### config.mk
export PLATFORM = sky130hd
export DESIGN_NAME = risc16_reg_file_flat
export DESIGN_NICKNAME = d
export VERILOG_FILES = /design/src/rtl/risc16_pkg.sv /design/src/rtl/risc16_reg_file_if.sv /design/src/rtl/risc16_rf_read_port.sv /design/src/rtl/risc16_reg_file.sv /design/src/flat_wrapper.sv
export SDC_FILE = /design/constraint.sdc
export NUM_CORES = 1
export LEC_CHECK = 0
export CORE_MARGIN = 4
export CORE_UTILIZATION = 41
export DETAILED_ROUTE_END_ITERATION = 10
export SYNTH_ARGS = -nofsm -noshare
export SYNTH_HDL_FRONTEND = slang
export SYNTH_HIERARCHICAL = 1
export SYNTH_SLANG_ARGS = --single-unit
### constraint.sdc
create_clock -name I_clk -period 0.95 [get_ports I_clk]
set_input_delay 0.19 -clock I_clk [delete_from_list [all_inputs] [get_ports I_clk]]
set_output_delay 0.19 -clock I_clk [all_outputs]
set_load 0.03 [all_outputs]
### src/rtl/risc16_pkg.sv
// Shared widths and types for the 16-bit RISC register file.
package risc16_pkg;

  localparam int unsigned DATA_W   = 16;
  localparam int unsigned ADDR_W   = 3;
  localparam int unsigned NUM_REGS = 1 << ADDR_W;

  typedef logic [ADDR_W-1:0] reg_addr_t;
  typedef logic [DATA_W-1:0] word_t;
  typedef word_t [NUM_REGS-1:0] reg_array_t;

endpackage : risc16_pkg

### src/rtl/risc16_reg_file_if.sv
// Decode/writeback-facing bus of the register file; master drives selects and write data.
interface risc16_reg_file_if;
  import risc16_pkg::*;

  logic      I_en;
  logic      I_we;
  reg_addr_t I_selA;
  reg_addr_t I_selB;
  reg_addr_t I_selD;
  word_t     I_dataD;
  word_t     O_dataA;
  word_t     O_dataB;

  modport master (
    output I_en, I_we, I_selA, I_selB, I_selD, I_dataD,
    input  O_dataA, O_dataB
  );

  modport slave (
    input  I_en, I_we, I_selA, I_selB, I_selD, I_dataD,
    output O_dataA, O_dataB
  );

endinterface : risc16_reg_file_if

### src/rtl/risc16_rf_read_port.sv
// Registered 8:1 read mux; output updates only on enabled edges.
module risc16_rf_read_port
  import risc16_pkg::*;
(
  input  logic       clk_i,
  input  logic       rst_n_i,
  input  logic       en_i,
  input  reg_addr_t  sel_i,
  input  reg_array_t regs_i,
  output word_t      data_o
);

  word_t data_q, data_d;

  always_comb begin
    data_d = data_q;
    if (en_i) data_d = regs_i[sel_i];
  end

  always_ff @(posedge clk_i or negedge rst_n_i) begin
    if (!rst_n_i) data_q <= '0;
    else          data_q <= data_d;
  end

  assign data_o = data_q;

endmodule : risc16_rf_read_port

### src/rtl/risc16_reg_file.sv
// Eight-entry register file: two registered read ports, one write port, old-data on read-during-write.
module risc16_reg_file
  import risc16_pkg::*;
(
  input  logic              I_clk,
  input  logic              I_rst_n,
  risc16_reg_file_if.slave  bus
);

  reg_array_t regs_q, regs_d;

  // Write decode; reads below see regs_q, so a same-edge read returns the old value.
  always_comb begin
    regs_d = regs_q;
    if (bus.I_en && bus.I_we) regs_d[bus.I_selD] = bus.I_dataD;
  end

  always_ff @(posedge I_clk or negedge I_rst_n) begin
    if (!I_rst_n) regs_q <= '0;
    else          regs_q <= regs_d;
  end

  risc16_rf_read_port u_port_a (
    .clk_i   (I_clk),
    .rst_n_i (I_rst_n),
    .en_i    (bus.I_en),
    .sel_i   (bus.I_selA),
    .regs_i  (regs_q),
    .data_o  (bus.O_dataA)
  );

  risc16_rf_read_port u_port_b (
    .clk_i   (I_clk),
    .rst_n_i (I_rst_n),
    .en_i    (bus.I_en),
    .sel_i   (bus.I_selB),
    .regs_i  (regs_q),
    .data_o  (bus.O_dataB)
  );

endmodule : risc16_reg_file

### src/flat_wrapper.sv
// flat-port wrapper written by rule: the top's interface ports become plain ports
module risc16_reg_file_flat import risc16_pkg::*;
  (I_clk, I_rst_n, bus_I_en, bus_I_we, bus_I_selA, bus_I_selB, bus_I_selD, bus_I_dataD, bus_O_dataA, bus_O_dataB);
  risc16_reg_file_if bus_i ();
  input  logic I_clk;
  input  logic I_rst_n;
  input wire logic [$bits(bus_i.I_en)-1:0] bus_I_en;
  input wire logic [$bits(bus_i.I_we)-1:0] bus_I_we;
  input wire logic [$bits(bus_i.I_selA)-1:0] bus_I_selA;
  input wire logic [$bits(bus_i.I_selB)-1:0] bus_I_selB;
  input wire logic [$bits(bus_i.I_selD)-1:0] bus_I_selD;
  input wire logic [$bits(bus_i.I_dataD)-1:0] bus_I_dataD;
  output wire logic [$bits(bus_i.O_dataA)-1:0] bus_O_dataA;
  output wire logic [$bits(bus_i.O_dataB)-1:0] bus_O_dataB;
  assign bus_i.I_en = bus_I_en;
  assign bus_i.I_we = bus_I_we;
  assign bus_i.I_selA = bus_I_selA;
  assign bus_i.I_selB = bus_I_selB;
  assign bus_i.I_selD = bus_I_selD;
  assign bus_i.I_dataD = bus_I_dataD;
  assign bus_O_dataA = bus_i.O_dataA;
  assign bus_O_dataB = bus_i.O_dataB;
  risc16_reg_file u_core (.I_clk(I_clk), .I_rst_n(I_rst_n), .bus(bus_i));
endmodule
==> impl_metrics.json <==
{
  "area_growth_pct": 34.08,
  "switching_share_pct": 28.35,
  "ant_nets": 0,
  "maxSlewHeadroom_pct": 73.81,
  "fp.dieH_um": 150.8,
  "globalplace.congestion": 0.7738,
  "layout_setup_ws_ns": -0.2363,
  "grt_start_max_net_pins": 49,
  "utilization_pct": 56.69,
  "combPwrFrac_pct": 28.2,
  "switching_power_uw": 6426,
  "cts_tree": "done",
  "cts_root_buf": "clkbuf_16",
  "cts_buffer_depth": 2,
  "period_share_pct": 124.9,
  "rows": 51,
  "finalHoldWorstSlack_ns": 0.1642,
  "pin_count": 61,
  "clock-sinks": 160,
  "place_ws_ns": -0.9122,
  "mostFrequentLayoutCells": "160 x dfrtp_1, 100 x mux2_4, 96 x mux2i_1, 60 x buf_4, 53 x nor2b_1",
  "syn_nets": 676,
  "met2_length_mm": 12.26,
  "finalSetupTns_ns": -13.06,
  "num-nets-final": 801,
  "crit_path_cell_trace": "buf_6",
  "ys_seq_area_share_pct": 47.87,
  "grt_pass1_wl_mm": 38.70,
  "status": "finished, violations left",
  "worst_pin_slew_ns": 0.3916,
  "grt_pass1_vias": 6590,
  "critPathBufInv": 1,
  "violations": "setup timing",
  "hold_path.class": "input pin to asynchronous set/reset pin",
  "pwr-share-seq_pct": 42.1,
  "wl_met1_mm": 10.63,
  "core-area_mm2": 0.01978,
  "drv_slew": 0,
  "critical_path.top_delay_family": "flip-flops",
  "powerDensity_mw_per_mm2": 2021,
  "vias": 6034,
  "final_common_cell": "dfrtp_1",
  "wl_met3_mm": 1.035,
  "cap_violations": 0,
  "cts_buffers": 17,
  "clk_latency_ns": 0.42,
  "dr.max_layer_used": "met4",
  "finalCriticalPeriod_ns": 1.186,
  "rsz0062_at_grt": "yes",
  "start_util_pct": 42.28,
  "grt_antenna_before_repair": 0,
  "ys_types": 23,
  "fp.dieW_um": 150.8,
  "synth_cells": 647,
  "final_hold_viol_count": 0,
  "clockPowerShare_pct": 29.8,
  "diodes": 0,
  "clock.fmax_ghz": 0.8430,
  "internal-power_uw": 16240,
  "grt_use_total_pct": 22.60,
  "finClkSkew_ns": 0.008329,
  "drt-initial-drc-count": 357,
  "dp.cells": 991,
  "clk_pin_slew_ns": 0.06,
  "numPortBuffers": 60,
  "die-area_mm2": 0.02275,
  "dpl.hpwl_mm": 14.95,
  "end_kind": "output pin",
  "drive_gt1_share_pct": 42.22,
  "ys_warn_count": 6,
  "vias_per_cell": 5.752,
  "power.leakage_uw": 0.005295,
  "wire_per_inst_um": 23.44,
  "drc_errors": 0,
  "ys_ff_latch": 160,
  "gr-total-overflow": 0,
  "wl_mm": 24.59,
  "final-instance-count-excl-fill": 1049,
  "vdd_drop_max_mv": 1.274,
  "crit_path_top_delay_cell": "dfrtp_1",
  "startpoint_type": "flip-flop",
  "max_stage_delay_ns": 0.42,
  "cp.arrival_ns": 1.00,
  "path_max_fanout": 2,
  "worst-setup-path-type": "flip-flop to output pin",
  "setup_viol": 105,
  "first_pass_iters": 5,
  "synthesis.area_mm2": 0.008364,
  "htreeDepth": 4,
  "cp_data_required_time_ns": 0.76,
  "avgSynthCellArea_um2": 12.93
}
[cells in the mapped netlist]
| cell type | count | share of area, % |
|---|---|---|
| mux2_2 | 117 | 16 |
| nand2b_4 | 2 | 0.33 |
| a211o_1 | 32 | 3.4 |
| buf_4 | 13 | 1.2 |
| buf_2 | 10 | 0.60 |
| or3_1 | 2 | 0.15 |
| buf_12 | 1 | 0.24 |
| buf_6 | 14 | 1.9 |
| a22oi_1 | 32 | 2.9 |
| mux2_4 | 10 | 1.8 |
| clkbuf_1 | 14 | 0.63 |
| nand3_2 | 1 | 0.12 |
| nand2_1 | 1 | 0.045 |
| nand3b_4 | 1 | 0.24 |
| mux2i_1 | 96 | 11 |
| nor2_2 | 5 | 0.37 |
| a41o_1 | 32 | 3.8 |
| nor2b_1 | 66 | 4.9 |
| dfrtp_1 | 160 | 48 |
| nor2_1 | 3 | 0.13 |
| nand2b_1 | 2 | 0.15 |
| mux2_1 | 1 | 0.13 |
| nand3_1 | 32 | 1.9 |
[logic make-up (layout without fill, tap and decap cells)]
| logic type | after synthesis | after routing | synth area share, % |
|---|---|---|---|
| flops | 160 | 160 | 47.87 |
| mux | 224 | 224 | 29.17 |
| compound gates | 96 | 96 | 10.05 |
| buf+inv | 52 | 187 | 4.518 |
| simple gates | 115 | 117 | 8.392 |
[metrics by stage]
step | area (µm²) | power, µW
after CTS | 11090 | 22480
after global placement | 9920 | 14770
after detailed placement | 9920 | 15040
final | 11210 | 22660
after floorplan | 8732 | 13010
after global routing | 11210 | 23720
[registers in the layout (all words and copies together), names as in the netlist]
name	flops
u_core/u_port_a/data_o	16
u_core/u_port_b/data_o	16
u_core/regs_q	128
[power groups by stage]
stage          clock network, µW  logic, µW  registers, µW
6_report                    6740       6380           9540
5_1_grt                     7160       6820           9740
4_1_cts                     6860       6120           9500
3_5_place_dp                   0       5520           9520
3_3_place_gp                   0       5360           9410
2_1_floorplan                  0       3340           9670
[repair_timing]
action | in CTS | in global routing
pin swaps | 52 | 14
buffers inserted | 13 | 17
endpoints found under the setup margin | 192 | 130
cloned | 6 | 0
endpoints found under the hold margin | 160 | 0
resized for setup | 130 | 24
hold buffers | 1 | 0
[routing by layer]
| layer | vias up | track usage (%) |
|---|---|---|
| met2 | 163 | 37.73 |
| met1 | 3143 | 29.57 |
| li1 | 2677 | - |
| met5 | - | 0 |
| met4 | 0 | 8.432 |
| met3 | 51 | 3.860 |
[worst paths after layout]
check / start / to / slack (ns) / cells after the start
setup / recovery: u_core/u_port_b/data_o[14] / bus_O_dataB[14] / -0.24 / 1
hold / removal: I_rst_n / u_core/regs_q[35] / 0.16 / 2
setup reg to reg: u_core/regs_q[77] / u_core/u_port_a/data_o[13] / -0.19 / 3
hold reg to reg: u_core/regs_q[79] / u_core/regs_q[79] / 0.53 / 1
max in group asynchronous: I_rst_n / u_core/regs_q[107] / 0.28 / 3
min in group I_clk: bus_I_selB[0] / u_core/u_port_b/data_o[0] / 0.35 / 4
[final cells by class]
cell class / instances / area (µm²)
clock inverter: 10 / 108.9
fill: 1599 / 8567
sequential: 160 / 4004
clock buffer: 21 / 470.5
timing repair buffer: 156 / 1772
multi-input combinational: 437 / 4528
tap: 265 / 331.6
No activity file was read; power rests on OpenSTA's default activity.
